$ cat config.mk
export PLATFORM = sky130hd
export DESIGN_NAME = timer_obi_arbiter
export DESIGN_NICKNAME = d
export VERILOG_FILES = /design/src/rtl/timer_obi_arbiter.sv
export SDC_FILE = /design/constraint.sdc
export NUM_CORES = 1
export LEC_CHECK = 0
export BUFFER_PORTS_ARGS = -buffer_cell sky130_fd_sc_hd__buf_4
export CAP_MARGIN = 25
export CELL_PAD_IN_SITES_DETAIL_PLACEMENT = 1
export CELL_PAD_IN_SITES_GLOBAL_PLACEMENT = 1
export CORE_AREA = 3 3 121 123
export CTS_BUF_LIST = sky130_fd_sc_hd__clkbuf_4 sky130_fd_sc_hd__clkbuf_8
export CTS_CLUSTER_DIAMETER = 40
export CTS_CLUSTER_SIZE = 24
export DETAILED_ROUTE_END_ITERATION = 12
export DIE_AREA = 0 0 124 126
export PLACE_DENSITY = 0.81
export SETUP_SLACK_MARGIN = 0.3
export SYNTH_ARGS = -nofsm -noshare
export SYNTH_HDL_FRONTEND = slang
export SYNTH_SLANG_ARGS = --single-unit
$ cat constraint.sdc
create_clock -name clk_i -period 2.1 [get_ports clk_i]
set_input_delay 0.105 -clock clk_i [delete_from_list [all_inputs] [get_ports clk_i]]
set_output_delay 0.105 -clock clk_i [all_outputs]
set_load 0.1 [all_outputs]
$ cat src/rtl/timer_obi_arbiter.sv
// Round-robin arbiter letting two OBI masters share the timer slave port.
// An in-order owner FIFO steers each slave response back to its issuing master.
module timer_obi_arbiter #(
  parameter int unsigned MAX_OUTSTANDING = 2
) (
  input  logic        clk_i,
  input  logic        rst_i,
  input  logic        m0_req_i,
  input  logic        m0_we_i,
  input  logic [3:0]  m0_be_i,
  input  logic [31:0] m0_addr_i,
  input  logic [31:0] m0_data_i,
  output logic        m0_gnt_o,
  output logic        m0_rvalid_o,
  output logic [31:0] m0_data_o,
  input  logic        m1_req_i,
  input  logic        m1_we_i,
  input  logic [3:0]  m1_be_i,
  input  logic [31:0] m1_addr_i,
  input  logic [31:0] m1_data_i,
  output logic        m1_gnt_o,
  output logic        m1_rvalid_o,
  output logic [31:0] m1_data_o,
  output logic        s_req_o,
  output logic        s_we_o,
  output logic [3:0]  s_be_o,
  output logic [31:0] s_addr_o,
  output logic [31:0] s_data_o,
  input  logic        s_gnt_i,
  input  logic        s_rvalid_i,
  input  logic [31:0] s_data_i,
  output logic        busy_o,
  output logic        err_o
);

  localparam int unsigned PTR_W = (MAX_OUTSTANDING > 1) ? $clog2(MAX_OUTSTANDING) : 1;
  localparam int unsigned CNT_W = $clog2(MAX_OUTSTANDING + 1);
  localparam logic [PTR_W-1:0] LAST_PTR = PTR_W'(MAX_OUTSTANDING - 1);
  localparam logic [CNT_W-1:0] FULL_CNT = CNT_W'(MAX_OUTSTANDING);

  logic             owner_q [MAX_OUTSTANDING];
  logic [PTR_W-1:0] wr_ptr_q;
  logic [PTR_W-1:0] rd_ptr_q;
  logic [CNT_W-1:0] count_q;
  logic             last_gnt_q;  // 1 = master 1 was granted most recently
  logic             err_q;

  logic any_req;
  logic sel;
  logic full;
  logic empty;
  logic accept;
  logic pop;
  logic stray;
  logic head;

  // Handshake: a request is accepted in the cycle where s_req_o and s_gnt_i are
  // both high; the slave answers each accepted request with exactly one
  // s_rvalid_i pulse in a later cycle, in accept order. Masters may withdraw a
  // request that has not yet been granted.
  assign any_req = m0_req_i | m1_req_i;
  assign sel     = (m0_req_i & m1_req_i) ? ~last_gnt_q : m1_req_i;
  assign full    = (count_q == FULL_CNT);
  assign empty   = (count_q == '0);
  assign s_req_o = any_req & ~full;
  assign accept  = s_req_o & s_gnt_i;
  assign pop     = s_rvalid_i & ~empty;
  assign stray   = s_rvalid_i & empty;
  assign head    = owner_q[rd_ptr_q];

  always_comb begin
    s_we_o   = 1'b0;
    s_be_o   = '0;
    s_addr_o = '0;
    s_data_o = '0;
    if (any_req) begin
      if (sel) begin
        s_we_o   = m1_we_i;
        s_be_o   = m1_be_i;
        s_addr_o = m1_addr_i;
        s_data_o = m1_data_i;
      end else begin
        s_we_o   = m0_we_i;
        s_be_o   = m0_be_i;
        s_addr_o = m0_addr_i;
        s_data_o = m0_data_i;
      end
    end
  end

  assign m0_gnt_o    = accept & ~sel;
  assign m1_gnt_o    = accept & sel;
  assign m0_rvalid_o = pop & ~head;
  assign m1_rvalid_o = pop & head;
  assign m0_data_o   = s_data_i;
  assign m1_data_o   = s_data_i;
  assign busy_o      = ~empty;
  assign err_o       = err_q;

  // Owner storage needs no reset: entries are only read while count_q says valid.
  always_ff @(posedge clk_i) begin
    if (accept) begin
      owner_q[wr_ptr_q] <= sel;
    end
  end

  always_ff @(posedge clk_i) begin
    if (rst_i) begin
      wr_ptr_q   <= '0;
      rd_ptr_q   <= '0;
      count_q    <= '0;
      last_gnt_q <= 1'b1;
      err_q      <= 1'b0;
    end else begin
      if (accept) begin
        wr_ptr_q   <= (wr_ptr_q == LAST_PTR) ? '0 : wr_ptr_q + 1'b1;
        last_gnt_q <= sel;
      end
      if (pop) begin
        rd_ptr_q <= (rd_ptr_q == LAST_PTR) ? '0 : rd_ptr_q + 1'b1;
      end
      if (accept && !pop) begin
        count_q <= count_q + 1'b1;
      end else if (pop && !accept) begin
        count_q <= count_q - 1'b1;
      end
      if (stray) begin
        err_q <= 1'b1;
      end
    end
  end

endmodule
Yosys cells after proc, flatten, opt, wreduce, memory -nomap -nowiden
Memory sizes are Yosys's and may differ from the RTL's. A register that Yosys moved wholly into a read port is not among the register bits.
Cells that the tools add are included.
{"block": "classes", "mux": 17, "n_eq_ne": 1, "n_reduce_logical": 6, "n_bitwise": 15, "addsub": 4}
{"cell": "$mux W32", "n": 4}
{"cell": "$and A1 B1 Y1", "n": 9}
{"cell": "$mux W1", "n": 9}
{"cell": "$mux W4", "n": 2}
{"cell": "$not A1 Y1", "n": 5}
{"cell": "$mux W2", "n": 2}
{"cell": "$add A1 B1 Y1 const B", "n": 2}
{"cell": "$add A2 B1 Y2 const B", "n": 1}
{"cell": "$eq A2 B2 Y1 const B", "n": 1}
{"cell": "$logic_and A1 B1 Y1", "n": 2}
{"cell": "$logic_not A1 Y1", "n": 2}
{"cell": "$logic_not A2 Y1", "n": 1}
{"cell": "$reduce_bool A2 Y1", "n": 1}
{"cell": "$sub A2 B1 Y2 const B", "n": 1}
{"cell": "$or A1 B1 Y1", "n": 1}
{"block": "word_totals", "memories": 1, "ff_bits": 6, "word_cells": 49, "ramBits": 2, "inputBits": 176}
{"memory": "owner_q", "depth": 2, "width": 1, "read_ports": 1, "rd_ports_with_merged_regs": 1, "wr": 1, "line": "41", "source": "logic owner_q [MAX_OUTSTANDING];"}

Depth between registers and ports, before layout
{"block": "logic_depth", "ltp_word": 8, "mapped_depth": 7, "mapped_depth_nobuf": 7}

Least setup slack after synthesis
OpenSTA, ideal clock, no wires.
{"block": "synth_timing", "path_kind": "register -> output", "startpoint": "reg count_q[0]", "endpoint": "out m1_gnt_o", "t_required_ps": 1995, "path_slack_ps": -999, "stages_incl_launch_ff": 4, "t_arrival_ps": 2994, "cell_sequence": "dfxtp_1 > inv_1 > a21oi_1 > and3_1"}
{"block": "synth_via", "elab_chain_cells": 5}
{"item": "start, declared", "line": "44", "source": "logic [CNT_W-1:0] count_q;"}
{"item": "start signal, assigned", "line": "123", "source": "count_q <= count_q + 1'b1;"}
{"item": "start signal, assigned", "line": "125", "source": "count_q <= count_q - 1'b1;"}
{"item": "$eq A2 B2 Y1", "line": "63", "source": "assign full = (count_q == FULL_CNT);"}
{"item": "$not A1 Y1", "line": "65", "source": "assign s_req_o = any_req & ~full;"}
{"item": "$and A1 B1 Y1", "line": "65"}
{"item": "named net s_req_o", "line": "24", "source": "output logic s_req_o,"}
{"item": "$and A1 B1 Y1", "line": "66", "source": "assign accept = s_req_o & s_gnt_i;"}
{"item": "$and A1 B1 Y1", "line": "92", "source": "assign m1_gnt_o = accept & sel;"}
{"item": "end, declared", "line": "21", "source": "output logic m1_gnt_o,"}
The timed path passes the listed nets, and every way through them passes these cells.

Worst setup path after layout
{"block": "layout_timing", "startpoint": "reg count_q[1]", "endpoint": "reg count_q[1]"}
{"block": "layout_via", "elab_chain_cells": 7, "elab_cells_between_ends": 16, "classes_between": "2 x add/sub; 1 x eq/ne; 2 x mux; 5 x bitwise; 6 x reduce/logical"}
{"item": "$eq A2 B2 Y1", "line": "63"}
{"item": "$not A1 Y1", "line": "65"}
{"item": "$and A1 B1 Y1", "line": "65"}
{"item": "$and A1 B1 Y1", "line": "66"}
{"item": "$logic_not A1 Y1", "line": "124", "source": "end else if (pop && !accept) begin"}
{"item": "$logic_and A1 B1 Y1", "line": "124"}
{"item": "$reduce_bool A2 Y1 (no line)"}
Several ways; a longest one is shown, not always the timed one. The select of a mux whose other input is x is not followed.
A chain may end at the register's enable or synchronous reset.

==> flow_summary.ini <==
[synth]
synthTopCellsByArea = nand2_1, buf_4, o21ai_0
synth_top_area_cell = nand2_1
synth_area_sq_um = 2070
seq_area_frac_synth = 0.0969
yosys.area.top_type_share = 0.251
avgSynthCellArea_sq_um = 6.09
synth_cells = 339
yosysUniqueCellTypes = 27
yosys_warnings = 0
syn-num-nets = 516
ys_ff_latch = 9

[clocking]
cts.sinks = 9
clockBufferDepth = 2
cts.clk_slew.worst_paths_ns = 0.04
h-tree-depth = 1
cts-hold-fix-buffers = 0
cts_tree = built
cts_buffers = 3
clkLatencyLatePin_ns = 0.23
cts_root_buf = clkbuf_8

[placement]
numPortBuffers = 219
place_ws_ns = 0.261
gp_congestion = 0.687
placed_cells = 653
hpwlAfterDp_um = 6750

[setup_path]
cp-start-kind = register
cp.required_ns = 2.25
crit_end = count_q[1]
end_kind = register
r2r_start = count_q[1]
cp.arrival_ns = 1.86
ff2ff_path_depth = 6
reg2reg_to = count_q[1]
crit_start = count_q[1]
critPathMaxFanout = 5
worstSetupPathType = reg2reg
reg2reg_setup_slack_ns = 0.39

[hold_path]
hold_path_class = in2reg
hold_depth = 2

[routing]
dr.pass1.iters = 4
drt-wirelength-per-cell_um = 13.1
ant_nets = 0
drc = 0
routed_wl_um = 8700
vias = 2640
vias_per_cell = 3.98
drt_first_iter_violations = 73

[die]
die_h_um = 126
core.rowCount = 43
initial_utilization = 0.150
num_io_pins = 316
core_area_sq_um = 13800
die_area_sq_um = 15600
die_w_um = 124

[finish]
nets = 661
drive_gt1_frac = 0.532
antennaDiodeCount = 0
fin_cells = 663
syn2layout_area_growth_pct = 68.9
utilization = 0.253

[pwr]
vdd_drop_max_mv = 0.210
p_total_w = 0.00283
p_leak_nw = 1.76
p_per_area_nw_per_um2 = 810

[global_routing]
busiest_layer = met2
globalRouteTotalUtil = 0.0940
met3_usage = 0.0269
antenna_found_initial = 0
use_met2 = 0.165
grt_pass1_wl_um = 12200
grt_max_degree = 75
gr-usage-met1 = 0.108
overflow = 0
grt_pass1_vias = 2558

[timing]
clock-skew-final_ns = 0.00539
relSlewSlack = 0.727
report.final.setup_viol = 0
rsz0062_at_grt = yes
slew_viol_final = 0
max_freq_mhz = 585
tightestPinTransition_ns = 0.407
period_minus_slack_ns = 1.71
worst_slack_ns = 0.391
timing.final.crit_share = 0.814
whs_ns = 0.113
finalHoldViolCount = 0

[status]
status = finished clean

[job]
maxCapViolations = 0
==> worst min-delay path by stage <==
| stage | from | endpoint | slack, ns |
|---|---|---|---|
| 2_1_floorplan | s_rvalid_i | err_o | 0.27 |
| 3_3_place_gp | s_data_i[10] | m0_data_o[10] | 0.21 |
| 3_5_place_dp | s_data_i[10] | m0_data_o[10] | 0.21 |
| 4_1_cts | rst_i | count_q[1] | 0.11 |
| 5_1_grt | rst_i | count_q[1] | 0.12 |
| 6_report | rst_i | count_q[1] | 0.11 |
==> through the flow <==
stage	area, sq um	setup TNS, ns
CTS	3350	0
finish	3490	0
global route	3490	0
floorplan	2100	-0.0482
detailed placement	3300	0
global placement	3300	0
==> worst max-delay path: stages, from the launching register on <==
cell and delay (ns):
dfxtp_2 0.38, inv_1 0.11, o221ai_4 0.24, inv_1 0.07
ha_1 0.31, or3_1 0.37, a21oi_1 0.14
==> where the power goes <==
group | total, W | internal, W | leakage [nW] | switching [W]
Combinational | 0.00234 | 0.000615 | 1.66 | 0.00172
Sequential | 0.000278 | 0.000231 | 0.0771 | 0.0000474
Clock | 0.000213 | 0.000145 | 0.0262 | 0.0000679
==> cells in the final DEF, fill, tap and decap left out, drive strengths merged <==
cell type  synthesis  routed
nand2            139     139
nor2b              1       1
mux2i              2       2
xor2               3       3
a21oi              2       2
dfxtp              7       7
mux2               1       1
o21ai             71      71
or3                1       1
o221ai             1       1
clkbuf            12       6
and3               1       1
a21boi             1       1
ha                 1       1
nor2              13      13
inv                4       4
edfxtp             2       2
a31oi              1       1
buf               76     226
==> layout make-up <==
type / count / area [sq um]
Fill cell: 1778 / 10300
Timing Repair Buffer: 228 / 1840
Multi-Input combinational cell: 238 / 1160
Tap cell: 180 / 225
Sequential cell: 9 / 201
Clock buffer: 4 / 48.8
Inverter: 4 / 15.0
==> cell usage after synthesis, drive strengths merged <==
cell type and number:
and3 1, inv 4, a21boi 1, mux2i 2, or3 1, mux2 1, o21ai 71, a21oi 2
clkbuf 12, dfxtp 7, nor2b 1, buf 76, edfxtp 2, nand2 139, a31oi 1, o221ai 1
nor2 13, ha 1, xor2 3
==> cell families (layout without fill, tap and decap cells) <==
logic type / count (synthesis) / count (layout) / share of synthesized area
AOI/OAI and AO/OA: 76 / 76 / 0.220
xor gates and xnor gates: 3 / 3 / 0.0127
adders and majority gates: 1 / 1 / 0.00606
buffers and inverters: 92 / 236 / 0.360
DFF: 9 / 9 / 0.0969
muxes: 3 / 3 / 0.0151
and+or+nand+nor: 155 / 155 / 0.289
==> repair_timing <==
| action | 4_1_cts | 5_1_grt |
|---|---|---|
| gates resized for setup | 1 | 18 |
| buffers inserted | 0 | 4 |
| setup endpoints to repair | 1 | 34 |
| pin swaps | 0 | 2 |
| gates cloned | 0 | 2 |
==> metal layers <==
layer / vias up / part of all wire
met2: 141 / 0.50
met5: - / 0
met1: 1172 / 0.37
li1: 1305 / -
met3: 22 / 0.11
met4: 0 / 0.021
(Power assumes the default switching activity.)
